$ cat config.mk
export PLATFORM = sky130hd
export DESIGN_NAME = wb_stage
export DESIGN_NICKNAME = d
export VERILOG_FILES = /design/src/rtl/wb_pkg.sv /design/src/rtl/wb_stage_load_extend.sv /design/src/rtl/wb_stage.sv
export SDC_FILE = /design/constraint.sdc
export NUM_CORES = 1
export LEC_CHECK = 0
export ABC_AREA = 1
export ABC_CLOCK_PERIOD_IN_PS = 1400
export BUFFER_PORTS_ARGS = -buffer_cell sky130_fd_sc_hd__clkbuf_2
export CAP_MARGIN = 15
export CORE_MARGIN = 2
export CORE_UTILIZATION = 47
export CTS_CLUSTER_SIZE = 24
export DETAILED_ROUTE_END_ITERATION = 7
export PLACE_DENSITY_LB_ADDON = 0.05
export SLEW_MARGIN = 15
export SYNTH_ARGS = -nofsm -noshare
export SYNTH_HDL_FRONTEND = slang
export SYNTH_SLANG_ARGS = --single-unit
export TNS_END_PERCENT = 1
$ cat constraint.sdc
create_clock -name clk -period 1.4 [get_ports clk]
set_input_delay 0.07 -clock clk [delete_from_list [all_inputs] [get_ports clk]]
set_output_delay 0.07 -clock clk [all_outputs]
set_load 0.03 [all_outputs]
$ cat src/rtl/wb_pkg.sv
// Writeback stage shared definitions: load funct3 codes, FSM states, error bits.
package wb_pkg;

    localparam logic [2:0] LOAD_LB  = 3'd0;
    localparam logic [2:0] LOAD_LH  = 3'd1;
    localparam logic [2:0] LOAD_LW  = 3'd2;
    localparam logic [2:0] LOAD_LBU = 3'd4;
    localparam logic [2:0] LOAD_LHU = 3'd5;

    localparam int ERR_MISALIGN = 0;
    localparam int ERR_STRAY    = 1;

    typedef enum logic {
        IDLE,
        WAIT_LOAD
    } wb_state_t;

endpackage

$ cat src/rtl/wb_stage_load_extend.sv
// Load data alignment and sign/zero extension.
// Flags misaligned halfword/word loads and illegal funct3 codes.
module load_extend
    import wb_pkg::*;
(
    input  logic [2:0]  funct3,
    input  logic [1:0]  addr_lo,
    input  logic [31:0] word,
    output logic [31:0] data,
    output logic        err
);

    logic [7:0]  byte_sel;
    logic [15:0] half_sel;

    always_comb begin
        byte_sel = word[7:0];
        case (addr_lo)
            2'd0: byte_sel = word[7:0];
            2'd1: byte_sel = word[15:8];
            2'd2: byte_sel = word[23:16];
            2'd3: byte_sel = word[31:24];
            default: byte_sel = word[7:0];
        endcase
    end

    // addr_lo[0] is ignored for halves, which is how misaligned halves are written
    assign half_sel = addr_lo[1] ? word[31:16] : word[15:0];

    always_comb begin
        data = word;
        err  = 1'b0;
        case (funct3)
            LOAD_LB:  data = {{24{byte_sel[7]}}, byte_sel};
            LOAD_LBU: data = {24'd0, byte_sel};
            LOAD_LH: begin
                data = {{16{half_sel[15]}}, half_sel};
                err  = addr_lo[0];
            end
            LOAD_LHU: begin
                data = {16'd0, half_sel};
                err  = addr_lo[0];
            end
            LOAD_LW: begin
                data = word;
                err  = (addr_lo != 2'b00);
            end
            default: begin
                data = word;
                err  = 1'b1;
            end
        endcase
    end

endmodule

$ cat src/rtl/wb_stage.sv
// Writeback stage: ALU results and load completion to the register file write port.
// Optional retire counter enabled by defining WB_RETIRE_CNT_EN.
module wb_stage
    import wb_pkg::*;
#(
    parameter int XLEN     = 32,
    parameter int RETIRE_W = 32
) (
    input  logic                clk,
    input  logic                rst_n,
    input  logic                ex_valid,
    output logic                ex_ready,
    input  logic [4:0]          ex_rd,
    input  logic                ex_rd_we,
    input  logic [XLEN-1:0]     ex_result,
    input  logic                ex_is_load,
    input  logic [2:0]          ex_funct3,
    input  logic [1:0]          ex_addr_lo,
    input  logic                mem_rsp_valid,
    input  logic [XLEN-1:0]     mem_rsp_data,
    output logic [4:0]          write_reg,
    output logic [XLEN-1:0]     write_data,
    output logic                write_en,
    output logic                ld_pending,
    output logic [4:0]          ld_rd,
    output logic [1:0]          err_flags,
    output logic [RETIRE_W-1:0] retire_cnt
);

    wb_state_t       state;
    logic            lq_we;
    logic [2:0]      lq_f3;
    logic [1:0]      lq_addr;
    logic [XLEN-1:0] ext_data;
    logic            ext_err;

    assign ex_ready = (state == IDLE);

    load_extend u_ext (
        .funct3  (lq_f3),
        .addr_lo (lq_addr),
        .word    (mem_rsp_data),
        .data    (ext_data),
        .err     (ext_err)
    );

    // ld_rd doubles as the latched destination of the pending load
    always_ff @(posedge clk) begin
        if (!rst_n) begin
            state      <= IDLE;
            write_en   <= 1'b0;
            write_reg  <= '0;
            write_data <= '0;
            ld_pending <= 1'b0;
            ld_rd      <= '0;
            err_flags  <= '0;
            lq_we      <= 1'b0;
            lq_f3      <= '0;
            lq_addr    <= '0;
        end else begin
            write_en <= 1'b0;
            case (state)
                IDLE: begin
                    if (mem_rsp_valid)
                        err_flags[ERR_STRAY] <= 1'b1;
                    if (ex_valid) begin
                        if (ex_is_load) begin
                            state      <= WAIT_LOAD;
                            ld_pending <= 1'b1;
                            ld_rd      <= ex_rd;
                            lq_we      <= ex_rd_we;
                            lq_f3      <= ex_funct3;
                            lq_addr    <= ex_addr_lo;
                        end else if (ex_rd_we && ex_rd != 5'd0) begin
                            write_en   <= 1'b1;
                            write_reg  <= ex_rd;
                            write_data <= ex_result;
                        end
                    end
                end
                WAIT_LOAD: begin
                    if (mem_rsp_valid) begin
                        state      <= IDLE;
                        ld_pending <= 1'b0;
                        ld_rd      <= '0;
                        if (lq_we && ld_rd != 5'd0) begin
                            write_en   <= 1'b1;
                            write_reg  <= ld_rd;
                            write_data <= ext_data;
                        end
                        if (ext_err)
                            err_flags[ERR_MISALIGN] <= 1'b1;
                    end
                end
                default: state <= IDLE;
            endcase
        end
    end

`ifdef WB_RETIRE_CNT_EN
    logic [RETIRE_W-1:0] cnt_q;

    always_ff @(posedge clk) begin
        if (!rst_n)
            cnt_q <= '0;
        else if (write_en)
            cnt_q <= cnt_q + 1'b1;
    end

    assign retire_cnt = cnt_q;
`else
    assign retire_cnt = '0;
`endif

endmodule

== Word-level counts from Yosys, hierarchy flattened ==
Index checks and enable logic that the tools add are counted.

* $add $sub $neg: 0
* Multipliers: 0
* Div/mod/pow operators: 0
* Magnitude comparators: 0
* Eq/ne operators: 13
* Shifts and indexed selects: 0
* Mux-type cells: 34
* Bitwise gates (word level): 1
* Reductions and logical operators: 14

{| class="wikitable"
|+ Operator list
! kind !! count
|-
| 32-bit two-way mux || 5
|-
| 32-bit one-hot mux with 4 select lines || 1
|-
| 32-bit one-hot mux with 2 select lines || 1
|-
| 5-bit two-way mux || 8
|-
| 8-bit one-hot mux with 4 select lines || 1
|-
| 5-bit one-hot mux with 2 select lines || 2
|-
| 16-bit two-way mux || 1
|-
| 1-bit two-way mux || 11
|-
| 5-bit nonzero test || 2
|-
| 3-bit AND reduction || 3
|-
| 3-bit == test, second input constant || 2
|-
| 2-bit by 1-bit != test with 1-bit output, second input constant || 3
|-
| 2-bit != test, second input constant || 3
|-
| 1-bit one-hot mux with 2 select lines || 3
|-
| 5-bit AND reduction || 1
|-
| 2-bit == test, second input constant || 2
|-
| 2-bit OR reduction || 2
|-
| 3-bit by 1-bit == test with 1-bit output, second input constant || 1
|-
| 3-bit by 2-bit == test with 1-bit output, second input constant || 1
|-
| 3-bit logical NOT || 1
|-
| 1-bit one-hot mux with 3 select lines || 1
|-
| 2-bit by 1-bit == test with 1-bit output, second input constant || 1
|-
| 1-bit logical AND || 2
|-
| 2-bit logical NOT || 1
|-
| other kinds (3) || 3
|}

* Bits in registers: 53
* Bits in latches: 0
* Bits in writable memories: 0
* Memory bits (read-only): 0
* Input bits: 80
* Output and inout bits: 79
* Logic and storage cells: 73
* Memories kept: 0

== Longest topological paths before layout ==
* Depth after elaboration: 6
* Depth in mapped cells: 10
* Gate-level depth less buffers: 9

== By module ==
A second synthesis with hierarchy kept.

* Cell total of the unflattened synthesis: 559
* Area, all modules: 3777.4 sq um

{| class="wikitable"
|+ By module, submodules not included
! module !! times used !! cells each !! area each (sq um) !! sequential area each (sq um)
|-
| wb_stage || 1 || 378 || 2778.9 || 1061.0
|-
| load_extend || 1 || 181 || 998.5 || 0.0
|}

== Least setup slack after synthesis ==
No wires, ideal clock.

* Path type: register to register
* Start point: reg ld_rd[4]
* End point: reg write_data[1]
* Setup time: 0.111 ns
* Data arrival time: 1.299 ns
* Data required time: 1.289 ns
* Setup slack: -0.010 ns
* Stages on the path, launching flop included: 10
* Path buffers: 2
* Period minus slack after synthesis: 1.410 ns
* Cells stage by stage: dfxtp_1 -> inv_1 -> nand4_1 -> nand3_1 -> nand2_2 -> buf_4 -> buf_4 -> nand3_1 -> nand3_1 -> inv_1

* Longest elaborated chain between the ends: 4

{| class="wikitable"
|+ RTL lines
! what !! line !! text
|-
| from (decl) || wb_stage.sv:25 || <nowiki>output logic [4:0] ld_rd,</nowiki>
|-
| from (signal assigned) || wb_stage.sv:70 || <nowiki>ld_rd <= ex_rd;</nowiki>
|-
| 5-bit nonzero test || wb_stage.sv:86 || <nowiki>if (lq_we && ld_rd != 5'd0) begin</nowiki>
|-
| 1-bit logical AND || wb_stage.sv:86 ||
|-
| 2-bit by 1-bit != test with 1-bit output (no source line) || n/a ||
|-
| 5-bit AND reduction (no source line) || n/a ||
|-
| to (signal assigned) || wb_stage.sv:77 || <nowiki>write_data <= ex_result;</nowiki>
|-
| to (signal assigned) || wb_stage.sv:89 || <nowiki>write_data <= ext_data;</nowiki>
|-
| to (decl) || wb_stage.sv:22 || <nowiki>output logic [XLEN-1:0] write_data,</nowiki>
|}

Every way passes these cells.
A chain may end at the register's enable or synchronous reset.

== Worst setup path after layout ==
* Start point: reg lq_addr[1]
* End point: reg write_data[17]

* Longest elaborated chain between the ends: 6
* Elaborated cells between the ends (all ways): 10
* Those cells by class: 3 x eq/ne; 6 x mux; 1 x reduce/logical

{| class="wikitable"
|+ RTL lines
! what !! line !! text
|-
| from (decl) || wb_stage.sv:33 || <nowiki>logic [1:0] lq_addr;</nowiki>
|-
| from (signal assigned) || wb_stage.sv:73 || <nowiki>lq_addr <= ex_addr_lo;</nowiki>
|-
| 2-bit == test (tied with other cells) || wb_stage_load_extend.sv:18 || <nowiki>case (addr_lo)</nowiki>
|-
| 8-bit one-hot mux with 4 select lines || wb_stage_load_extend.sv:18 ||
|-
| 32-bit one-hot mux with 4 select lines * || wb_stage_load_extend.sv:33 || <nowiki>case (funct3)</nowiki>
|-
| 32-bit two-way mux * || wb_stage.sv:86 ||
|-
| 32-bit two-way mux * || wb_stage.sv:82 || <nowiki>if (mem_rsp_valid) begin</nowiki>
|-
| 32-bit one-hot mux with 2 select lines * || wb_stage.sv:62 || <nowiki>case (state)</nowiki>
|}

Mark *: on every way between the ends. The rest lies on a longest branch, timed or not. The select of a mux whose other input is x is not followed.

==> run metrics <==
Synth area leaders=dfxtp_1, nand2_1, buf_4; Final min period=1.413 ns; area post-placement=4041 sq um; max reg flops=32; Worst Path Max Fanout=6; clock skew=0.004587 ns; FF-to-FF End=write_data[17]; dpl hpwl=6901 um; routability-driven placement congestion ratio=0.8467; Fin. Hold Viols=0; Combinational Power Share=34.8%; final setup violating endpoints=2; Longest Clk Path Bufs=2; Clock Pin Slew Worst Setup and Hold Paths=0.10 ns; status=complete, but fails checks; Final TNS setup=-0.01312 ns; Num CTS Buffers=5; antenna violations before repair=0; P per Cell Area=892.9 nW/um^2; Core ar.=6869 sq um; Die Width=88.59 um; GRT Total Usage=22.57%; startpoint types=flop; gr ovfl total=0; IO Count=159; H-Tree Depth=2; number of DRC markers in iteration 0=179; Yosys reg bits=53; Final Slew Violations=0; largest net degree at the start of global routing=32; switching share of power=36.44%; crit path to=write_data[17]; Crit. End Element=flop; layout cells sized above 1=40.98%; DRC=0; maximum clock frequency=707.9 MHz; Initial Util=48.96%; R2R cell count=9; Yosys top cell by area=dfxtp_1; die height=88.59 um; mapped cell area=3363 sq um; Ys Warns=0; clock root cell=clkbuf_8; hold crit path type=in -> reg; CTS tree=done; Vias=3589; r2r startpoint=lq_addr[1]; Worst EP required=1.64 ns; post-synthesis sequential area ratio=31.55%; via/cell ratio=4.930; antenna cells=0; Synth cell types=28; routed length per placed instance=13.28 um; Syn Inst Count=494; # nets final=711; failing checks=negative setup slack; max-cap violations=0; Crit Path Category=reg -> reg; Tot Pwr=3960 uW; vias in the first global route=3092; Sw Pwr=1443 uW; most frequent cells in the layout=clkbuf_2, nand2_1, dfxtp_1, nand3_1, inv_1; Peak VDD IR=0.4572 mV; post-synth top area share=31.55%; power share of the clock group=23.4%; PortBufs=126; Pint=2517 uW; r2r setup slk=-0.01 ns; Seq pwr share=41.7%; RSZ-0062 raised after global routing=yes; Antenna Nets Post-Route=0; latest clock arrival within the worst-skew pair=0.31 ns; final worst slack=-0.01271 ns; commonest non-fill, non-tap cell in the layout=clkbuf_2; Worst EP arrival=1.66 ns; post-route cell area=4436 sq um; Syn-to-layout area delta=31.88%; WL final=9671 um; Hold-fix buffers, CTS=0; Die Footprint=7848 sq um; leakage power=0.002289 uW; # clock sinks=53; Filler Cells Inserted=648; first-pass GRT wire length=14130 um; DR pass1 iterations=4; period utilisation layout=100.9%; crit path from=lq_addr[1]; row cnt=30; Post-Syn Area per Cell=6.808 sq um
[synth_stat cells]
master,instances
a22oi_1,2
nand2_2,5
dfxtp_1,53
buf_4,37
buf_6,5
inv_1,35
nand2_1,105
nor2_8,1
nor3_1,1
inv_2,7
a21oi_2,12
o21ai_2,1
clkbuf_1,12
o21ai_1,20
nand4_4,1
buf_2,6
nand4_1,3
or2_2,24
buf_1,1
o22ai_1,3
o21ai_0,32
nor2_1,30
conb_1,1
nand3_1,41
nor3b_1,1
a21oi_1,38
nand3_2,16
clkinv_1,1
[power groups by stage]
stage	Combinational (uW)	Sequential [uW]	Clock, uW
2_1_floorplan	783	1820	0
3_3_place_gp	1200	1680	0
3_5_place_dp	1210	1680	0
4_1_cts	1220	1650	955
5_1_grt	1510	1660	1010
6_report	1380	1650	928
[layer usage]
metal | up-vias | GRT usage [%] | part of all wire (%)
li1 | 1817 | - | -
met1 | 1626 | 30.76 | 44
met2 | 135 | 37.53 | 49
met3 | 11 | 4.291 | 6.5
met4 | 0 | 4.408 | 1.1
met5 | - | 0 | 0
[what timing repair did]
action	in CTS	in global routing
setup endpoints to repair	22	37
cloned	0	6
buffers inserted	0	7
resized for setup	2	36
pin swaps	0	6
[critical path: stages, from the launching register on]
cell and delay, ns:
dfxtp_4 0.44, inv_8 0.05, nand2_4 0.06, nand2_2 0.05, nand2_2 0.08, nand4_4 0.20
clkbuf_16 0.24, nand3_4 0.05, nand2_2 0.05, a21oi_2 0.12
[per-stage QoR]
step                std cells  hold WS, ns  setup WS [ns]  utilization, %
finish                    728      0.01004       -0.01271           64.57
global route              728      0.02369       -0.07352           64.57
CTS                       715     0.009906        0.01559           60.29
detailed placement        707       0.3325       -0.03077           58.83
global placement          707       0.3308        0.03481           58.83
floorplan                 525       0.2147       0.005473               -
[kinds of logic (layout without fill, tap and decap cells)]
| kind of cell | count (synthesis) | in the layout | synth area share, % |
|---|---|---|---|
| simple gates | 228 | 228 | 33.48 |
| other cells | 1 | 32 | 0.1115 |
| compound gates | 108 | 108 | 17.78 |
| flops | 53 | 53 | 31.55 |
| buf+inv | 104 | 211 | 17.08 |
[layout make-up]
class	count	area [sq um]	share of cell area, %
tap	96	120.1	2.708
sequential	53	1074	24.20
timing repair inverter	1	6.256	0.1410
timing repair buffer	159	1022	23.05
multi-input combinational	368	1943	43.81
clock inverter	2	13.76	0.3103
inverter	43	173.9	3.921
clock buffer	6	82.58	1.862
[worst min path at each step]
stage / start / depth (start not counted) / to
finish: mem_rsp_valid / 3 / err_flags[1]
global route: ex_rd_we / 3 / lq_we
CTS: mem_rsp_valid / 3 / err_flags[1]
global placement: mem_rsp_valid / 3 / err_flags[1]
detailed placement: mem_rsp_valid / 3 / err_flags[1]
floorplan: mem_rsp_valid / 2 / err_flags[1]
No activity file was read; power rests on OpenSTA's default activity.
